File: src/rtl/fifo_wr_arbiter.sv
// Purpose : round-robin arbiter sharing one FIFO write port among N_REQ valid/ready requesters,
//           granting bursts of up to MAX_BURST words before forcing re-arbitration.
// Latency : one cycle from IDLE to first grant; zero-latency combinational path from owner to FIFO.
// Backpr. : fifo_full drops the owner's ready and write_enable; grant and burst count hold meanwhile.
// Ports   : clk, arst_n (async active-low); req_valid/req_data/req_ready per requester;
//           fifo_full in, write_enable/data_i out to FIFO; grant_valid/grant_id show registered owner.
module fifo_wr_arbiter #(
  parameter int N_REQ     = 4,
  parameter int DATA_W    = 6,
  parameter int MAX_BURST = 4
) (
  input  logic                       clk,
  input  logic                       arst_n,
  input  logic [N_REQ-1:0]           req_valid,
  input  logic [N_REQ*DATA_W-1:0]    req_data,
  output logic [N_REQ-1:0]           req_ready,
  input  logic                       fifo_full,
  output logic                       write_enable,
  output logic [DATA_W-1:0]          data_i,
  output logic                       grant_valid,
  output logic [$clog2(N_REQ)-1:0]   grant_id
);

  localparam int IDW = $clog2(N_REQ);
  localparam int BW  = (MAX_BURST > 1) ? $clog2(MAX_BURST) : 1;
  localparam logic [BW-1:0]  LAST_BEAT = BW'(MAX_BURST - 1);
  localparam logic [IDW-1:0] LAST_REQ  = IDW'(N_REQ - 1);

  typedef enum logic {IDLE, GRANT} state_t;

  state_t         state;
  logic [IDW-1:0] owner;
  logic [IDW-1:0] last_grant;
  logic [BW-1:0]  burst_cnt;

  logic           any_valid;
  logic           owner_valid;
  logic           xfer;
  logic           release_now;
  logic [IDW-1:0] winner;

  // First valid requester after 'base', wrapping; 'base' itself is the last candidate.
  function automatic logic [IDW-1:0] rr_pick(input logic [N_REQ-1:0] v,
                                             input logic [IDW-1:0]   base);
    logic [IDW-1:0] w;
    logic [IDW-1:0] cand;
    logic           hit;
    int             idx;
    w   = '0;
    hit = 1'b0;
    for (int k = 1; k <= N_REQ; k++) begin
      idx = int'(base) + k;
      if (idx >= N_REQ) idx = idx - N_REQ;
      cand = IDW'(idx);
      if (!hit && v[cand]) begin
        hit = 1'b1;
        w   = cand;
      end
    end
    return w;
  endfunction

  assign any_valid   = |req_valid;
  assign owner_valid = req_valid[owner];
  assign xfer        = (state == GRANT) && owner_valid && !fifo_full;
  // Release either because the owner went away or because it used up its burst.
  assign release_now = (state == GRANT) && (!owner_valid || (xfer && (burst_cnt == LAST_BEAT)));
  // In GRANT last_grant always equals owner, so one search serves both IDLE and release.
  assign winner      = rr_pick(req_valid, last_grant);

  always_comb begin
    req_ready = '0;
    if (state == GRANT && !fifo_full) req_ready[owner] = 1'b1;
  end

  assign write_enable = xfer;
  assign data_i       = (state == GRANT) ? req_data[int'(owner)*DATA_W +: DATA_W] : '0;
  assign grant_valid  = (state == GRANT);
  assign grant_id     = owner;

  always_ff @(posedge clk or negedge arst_n) begin
    if (!arst_n) begin
      state      <= IDLE;
      owner      <= '0;
      burst_cnt  <= '0;
      last_grant <= LAST_REQ;
    end else begin
      case (state)
        IDLE: begin
          if (any_valid) begin
            state      <= GRANT;
            owner      <= winner;
            last_grant <= winner;
            burst_cnt  <= '0;
          end
        end
        GRANT: begin
          if (release_now) begin
            // Hand straight over to the next requester without an idle bubble.
            if (any_valid) begin
              owner      <= winner;
              last_grant <= winner;
              burst_cnt  <= '0;
            end else begin
              state <= IDLE;
            end
          end else if (xfer) begin
            burst_cnt <= burst_cnt + 1'b1;
          end
        end
        default: state <= IDLE;
      endcase
    end
  end

endmodule

File: config.mk
export PLATFORM = sky130hd
export DESIGN_NAME = fifo_wr_arbiter
export DESIGN_NICKNAME = d
export VERILOG_FILES = /design/src/rtl/fifo_wr_arbiter.sv
export SDC_FILE = /design/constraint.sdc
export NUM_CORES = 1
export LEC_CHECK = 0
export CAP_MARGIN = 30
export CORE_MARGIN = 10
export CORE_UTILIZATION = 30
export DETAILED_ROUTE_END_ITERATION = 8
export PLACE_DENSITY = 0.72
export SETUP_SLACK_MARGIN = 0.3
export SLEW_MARGIN = 20
export SYNTH_ARGS = -nofsm -noshare
export SYNTH_HDL_FRONTEND = slang
export SYNTH_SLANG_ARGS = --single-unit
File: constraint.sdc
create_clock -name clk -period 5.4 [get_ports clk]
set_clock_uncertainty 0.05 [all_clocks]
set_input_delay 1.35 -clock clk [delete_from_list [all_inputs] [get_ports clk]]
set_output_delay 1.35 -clock clk [all_outputs]
set_load 0.01 [all_outputs]
==> results of run 1 <==
-- Yosys cell counts (all sizes together) --
master  n
a21boi  1
a21oi   2
a22oi   1
a31o    2
a31oi   1
and2    7
and3    1
and3b   1
buf     2
dfrtp   5
dfstp   2
ha      1
inv     4
mux2    1
mux4    7
nand2   3
nand2b  2
nand3   2
nand3b  1
nor2    2
nor2b   2
nor3b   1
nor4    1
o211ai  1
o21a    1
o21ai   3
o221ai  1
-- area by class of cell --
class                           count  area, sq um
Fill cell                         201          851
Timing Repair Buffer               44          440
Multi-Input combinational cell     45          418
Sequential cell                     7          178
Tap cell                           27         33.8
Clock buffer                        4         26.3
Inverter                            4         15.0
-- routing by layer --
metal  GRT usage [%]  share of wire, %  vias up
met5               0                 0        -
met4            3.21                 0        0
met3            2.54               8.8        0
met2            14.1                38       38
met1            14.0                53      297
li1                -                 -      313
-- how the worst min path moves through the flow --
stage,from,to,slack [ns],cells after the start
after floorplan,burst_cnt[0],burst_cnt[0],0.42,1
after global placement,burst_cnt[1],burst_cnt[1],0.44,2
after detailed placement,burst_cnt[0],burst_cnt[0],0.45,1
after CTS,burst_cnt[0],burst_cnt[0],0.46,1
after global routing,burst_cnt[0],burst_cnt[0],0.52,1
final,burst_cnt[0],burst_cnt[0],0.45,1
-- cell families (layout without fill, tap and decap cells) --
kind of cell / count (synthesis) / count (layout) / synth area share (%)
AO/OA/AOI/OAI: 13 / 13 / 16.6
adder cells (fa/ha/maj): 1 / 1 / 2.02
buffers and inverters: 6 / 52 / 3.84
flip-flops: 7 / 7 / 28.7
multiplexers: 8 / 8 / 27.3
AND/OR/NAND/NOR: 23 / 23 / 21.6
-- flip-flops by register name (all words and copies together) (netlist names) --
signal,count
burst_cnt,2
grant_id,2
grant_valid,1
last_grant,2
-- per-stage QoR --
stage / hold WS, ns / worst slack, ns / util, %
final: 0.455 / 0.934 / 56.6
after global routing: 0.519 / 0.882 / 56.6
after CTS: 0.458 / 0.925 / 56.6
after detailed placement: 0.451 / 0.915 / 55.3
after global placement: 0.441 / 0.948 / 55.3
after floorplan: 0.415 / 1.95 / -
-- where the power goes --
group          internal (W)  switching, W  total [W]
logic              0.000184      0.000100   0.000284
registers         0.0000787     0.0000442   0.000123
clock network     0.0000282     0.0000191  0.0000473
==> metrics, run 1 <==
Core Area 1960 sq um; DP HPWL 1820 microns; Leakage 0.419 nW; VDD IR-drop max 0.261 mV; CTS tree yes; placer congestion estimate 0.758; Max Fclk 224 MHz; sequential area share after synthesis 28.7%; Final Max Tran Viols 0; top cell type's share of synthesized area 25.5%; fin crit period 4.47 ns; status complete, no violations; RSZ-0062 raised after global routing false; synth warn 0; crit end category primary output; Hold WC Path Type reg -> reg; hold-fix buffers at CTS 0; Routed WL 2140 microns; Worst Max-Slew Pin Slew 0.777 ns; Final Non-Filler Cells 131; largest cells by area after synthesis mux4_2 (25%), dfrtp_1 (20%), dfstp_2 (8.5%); CTS sink cnt 7; gr usage total 9.90%; Antenna Cells 0; critical path endpoint write_enable; Hold Fails Final Rpt 0; H-tree levels 1; Remaining DRCs 0; Skew-Pair Late Insertion Delay 0.25 ns; maximum fanout along the worst path 6; Die Y-Extent 65.4 microns; post-route design area 1110 sq um; post-DR wirelength/cell 16.3 microns; nets 137; Avg Cell Area, Syn 10.7 sq um; max incr delay on CP 0.57 ns; syn nets 90; Worst Setup Path Type in -> out; R2R Path End grant_id[0]; Worst R2R Setup Slack 3.49 ns; crit path from req_valid[3]; area grow syn2layout 79.4%; Rows 16; Post-CTS Repair Setup Buffers 0; DP Area 1080 sq um; cts bufs inserted 3; Root Driver clkbuf_4; Total Power 0.000455 W; cells after synthesis 58; initial antenna violation count 0; Synth area leader mux4_2; vias in the first global route 664; Vias/cell 4.95; PwrDens 409 nW/um^2; Inst Count DP 127; DR pass1 iterations 4; most frequent cells in the layout clkdlybuf4s50_1 (44), mux4_2 (7), and2_1 (7); clock buffer depth 2; total negative setup slack 0 ns; synth unique cells 28; worst r2r src grant_id[1]; Worst Path Buf+Inv 2; Setup crit start kind input port; GRT Residual Overflow 0; most common cell after layout, fill and taps aside clkdlybuf4s50_1; first-pass GRT wire length 3350 microns; iteration-0 DRC count of the detailed router 35; final cycle utilization of the critical path 82.7%; WP data arrival 3.07 ns; Die ar. 4280 sq um; Initial Utilization 31.6%; largest net degree at the start of global routing 14; Routed Antenna Nets 0; Mapped Area 619 sq um; share of layout cells above drive strength 1 15.4%; Rel. slew slack 47.7%; Worst-path clk slew 0.05 ns; crit-path cells clkdlybuf4s50_1 -> mux4_2 -> and2_1 -> clkdlybuf4s50_1; I/O pin count 45; Die X 65.4 microns; routed via count 648; Crit path top cell by count clkdlybuf4s50_1; Port-buffer cells 44; delay-heaviest family, CP buffers and inverters; count of final setup violators 0; R2R depth 4; Seq cells post-synth 7; CP max-delay cell mux4_2; # resized after CTS 0; Critical Path RT 4.00 ns; Max-Cap Viols 0; cell count along the critical path 4
(Power assumes the default switching activity.)
==> inputs of run 2 (changes only) <==
==> constraint.sdc (replaced) <==
create_clock -name clk -period 4.2 [get_ports clk]
set_clock_uncertainty 0.05 [all_clocks]
set_input_delay 1.05 -clock clk [delete_from_list [all_inputs] [get_ports clk]]
set_output_delay 1.05 -clock clk [all_outputs]
set_load 0.01 [all_outputs]
==> run 2 against run 1 <==
Wire length is 1.0% higher. Sequential share of layout area shrank 0.21 points. Design area up 1.4%. Utilization increased by 0.77 points. Largest cell class unchanged. Largest power group unchanged.
==> metrics, run 2 (same netlist as run 1, synthesis figures left out) <==
Setup crit start kind input port; nets 139 (+1.5%); Hold WC Path Type reg -> reg; fin crit period 3.82 ns; CTS sink cnt 7 (unchanged); vias in the first global route 664 (unchanged); DP HPWL 1820 microns (unchanged); final cycle utilization of the critical path 90.9%; Net Sw Frac 35.6% (-0.44 points); combinational fraction of design power 63.5% (+1.0 points); Remaining DRCs 0 (unchanged); most frequent cells in the layout clkdlybuf4s50_1 (44), mux4_2 (7), and2_1 (7); Hold Fails Final Rpt 0 (unchanged); register area 178 sq um (unchanged); Critical Path RT 3.10 ns (-0.90 ns); crit path from req_valid[3]; first-pass GRT wire length 3350 microns (unchanged); Vias/cell 4.95 (about the same); WP data arrival 2.72 ns (-0.35 ns); most common cell after layout, fill and taps aside clkdlybuf4s50_1; Core Area 1960 sq um (unchanged); hold-fix buffers at CTS 0 (unchanged); post-DR wirelength/cell 16.2 microns (-0.49%); I/O pin count 45 (unchanged); Root Driver clkbuf_4; Final Max Tran Viols 0 (unchanged); DR pass1 iterations 4 (unchanged); P_sw 0.000213 W (+30%); Worst-path clk slew 0.05 ns (about the same); iteration-0 DRC count of the detailed router 39 (+11%); min-delay src burst_cnt[0]; R2R Path End grant_id[0]; Initial Utilization 31.6% (unchanged); Leakage 0.429 nW (+2.3%); share of layout cells above drive strength 1 17.0% (+1.6 points); GRT Residual Overflow 0 (unchanged); worst r2r src grant_id[1]; Die Y-Extent 65.4 microns (unchanged); count of final setup violators 0 (unchanged); Routed WL 2160 microns (+1.0%); DP Area 1080 sq um (unchanged); P_int 0.000386 W (+33%); Die ar. 4280 sq um (unchanged); largest net degree at the start of global routing 14 (unchanged); Worst R2R Setup Slack 2.21 ns (-1.28 ns); Routed Antenna Nets 0 (unchanged); Flop pwr share 26.3% (-0.7 points); gr usage total 9.90% (unchanged); cts bufs inserted 3 (unchanged); R2R depth 5 (+1); clock share of power 10.1% (-0.3 points); Worst Max-Slew Pin Slew 0.768 ns (-0.00970 ns); total negative setup slack 0 ns (unchanged); Port-buffer cells 44 (unchanged); crit end category primary output; fillers 199 (-1.0%); Rel. slew slack 48.4% (+0.65 points); CTS tree yes; PwrDens 532 nW/um^2 (+30%); WHS Endpoint burst_cnt[0]; routed via count 658 (+1.5%); RSZ-0062 raised after global routing false; post-route design area 1130 sq um (+1.4%); Max Fclk 262 MHz; Hold Path Depth 1 (unchanged); VDD IR-drop max 0.327 mV (+25%); area grow syn2layout 81.8%; Multi-input gate area 418 sq um (unchanged); Die X 65.4 microns (unchanged); Worst Setup Path Type in -> out; Rows 16 (unchanged); Max-Cap Viols 0 (unchanged); status complete, no violations; placer congestion estimate 0.758 (unchanged); Antenna Cells 0 (unchanged); H-tree levels 1 (unchanged); maximum fanout along the worst path 6 (unchanged); clock buffer depth 2 (unchanged); Skew-Pair Late Insertion Delay 0.25 ns (about the same); initial antenna violation count 0 (unchanged)
-- run 2: changes by cell type in the layout (fill, tap and decap cells not counted), sizes merged --
cell  change
buf       +2
-- run 2: cell type report --
type                            instances  area share (%)
Timing Repair Buffer                   46            40.4
Inverter                                4            1.33
Tap cell                               27            3.00
Clock buffer                            4            2.33
Sequential cell                         7            15.8
Multi-Input combinational cell         45            37.1
-- run 2: power by group through the flow --
stage | Sequential [W] | Clock [W] | Combinational (W)
floorplan | 0.000129 | 0 | 0.000234
global placement | 0.000161 | 0 | 0.000367
detailed placement | 0.000162 | 0 | 0.000371
CTS | 0.000161 | 0.0000647 | 0.000372
global route | 0.000170 | 0.0000685 | 0.000415
finish | 0.000158 | 0.0000608 | 0.000381
-- run 2: worst max-delay path: stages --
cell and delay, ns:
clkdlybuf4s50_1 0.49, mux4_2 0.53, and2_1 0.16, clkdlybuf4s50_1 0.48
-- run 2: stage by stage --
stage               setup slack [ns]  cells  power [W]  utilization [%]  hold WS, ns
floorplan                       1.35     58   0.000363                -        0.415
global placement               0.348    127   0.000528             55.3        0.441
detailed placement             0.315    127   0.000533             55.3        0.451
CTS                            0.325    131   0.000598             56.6        0.458
global route                   0.337    133   0.000654             57.4        0.519
finish                         0.383    133   0.000600             57.4        0.455
-- run 2: how the worst max path moves through the flow --
| stage | to | slack (ns) | depth (start not counted) |
|---|---|---|---|
| after floorplan | write_enable | 1.35 | 2 |
| after global placement | write_enable | 0.35 | 4 |
| after detailed placement | write_enable | 0.31 | 4 |
| after CTS | write_enable | 0.32 | 4 |
| after global routing | write_enable | 0.34 | 4 |
| final | write_enable | 0.38 | 4 |
-- run 2: routing by layer --
| layer | vias to the layer above | part of all wire (%) | GRT usage (%) |
|---|---|---|---|
| met2 | 38 | 38 | 14.1 |
| li1 | 317 | - | - |
| met3 | 0 | 8.8 | 2.54 |
| met1 | 303 | 53 | 14.0 |
| met5 | - | 0 | 0 |
| met4 | 0 | 0 | 3.21 |
-- run 2: repair_timing --
action                     4_1_cts  5_1_grt
gates resized for setup          0        0
setup endpoints to repair        0        1
buffers inserted                 0        2
==> inputs of run 3 (changes only) <==
--- a/config.mk
+++ b/config.mk
@@ -11,6 +11,7 @@
 export DETAILED_ROUTE_END_ITERATION = 8
 export PLACE_DENSITY = 0.72
 export SETUP_SLACK_MARGIN = 0.3
+export SKIP_CTS_REPAIR_TIMING = 1
 export SLEW_MARGIN = 20
 export SYNTH_ARGS = -nofsm -noshare
 export SYNTH_HDL_FRONTEND = slang
==> results of run 3 <==
Final layout, timing and power as in run 2 (identical DEF).
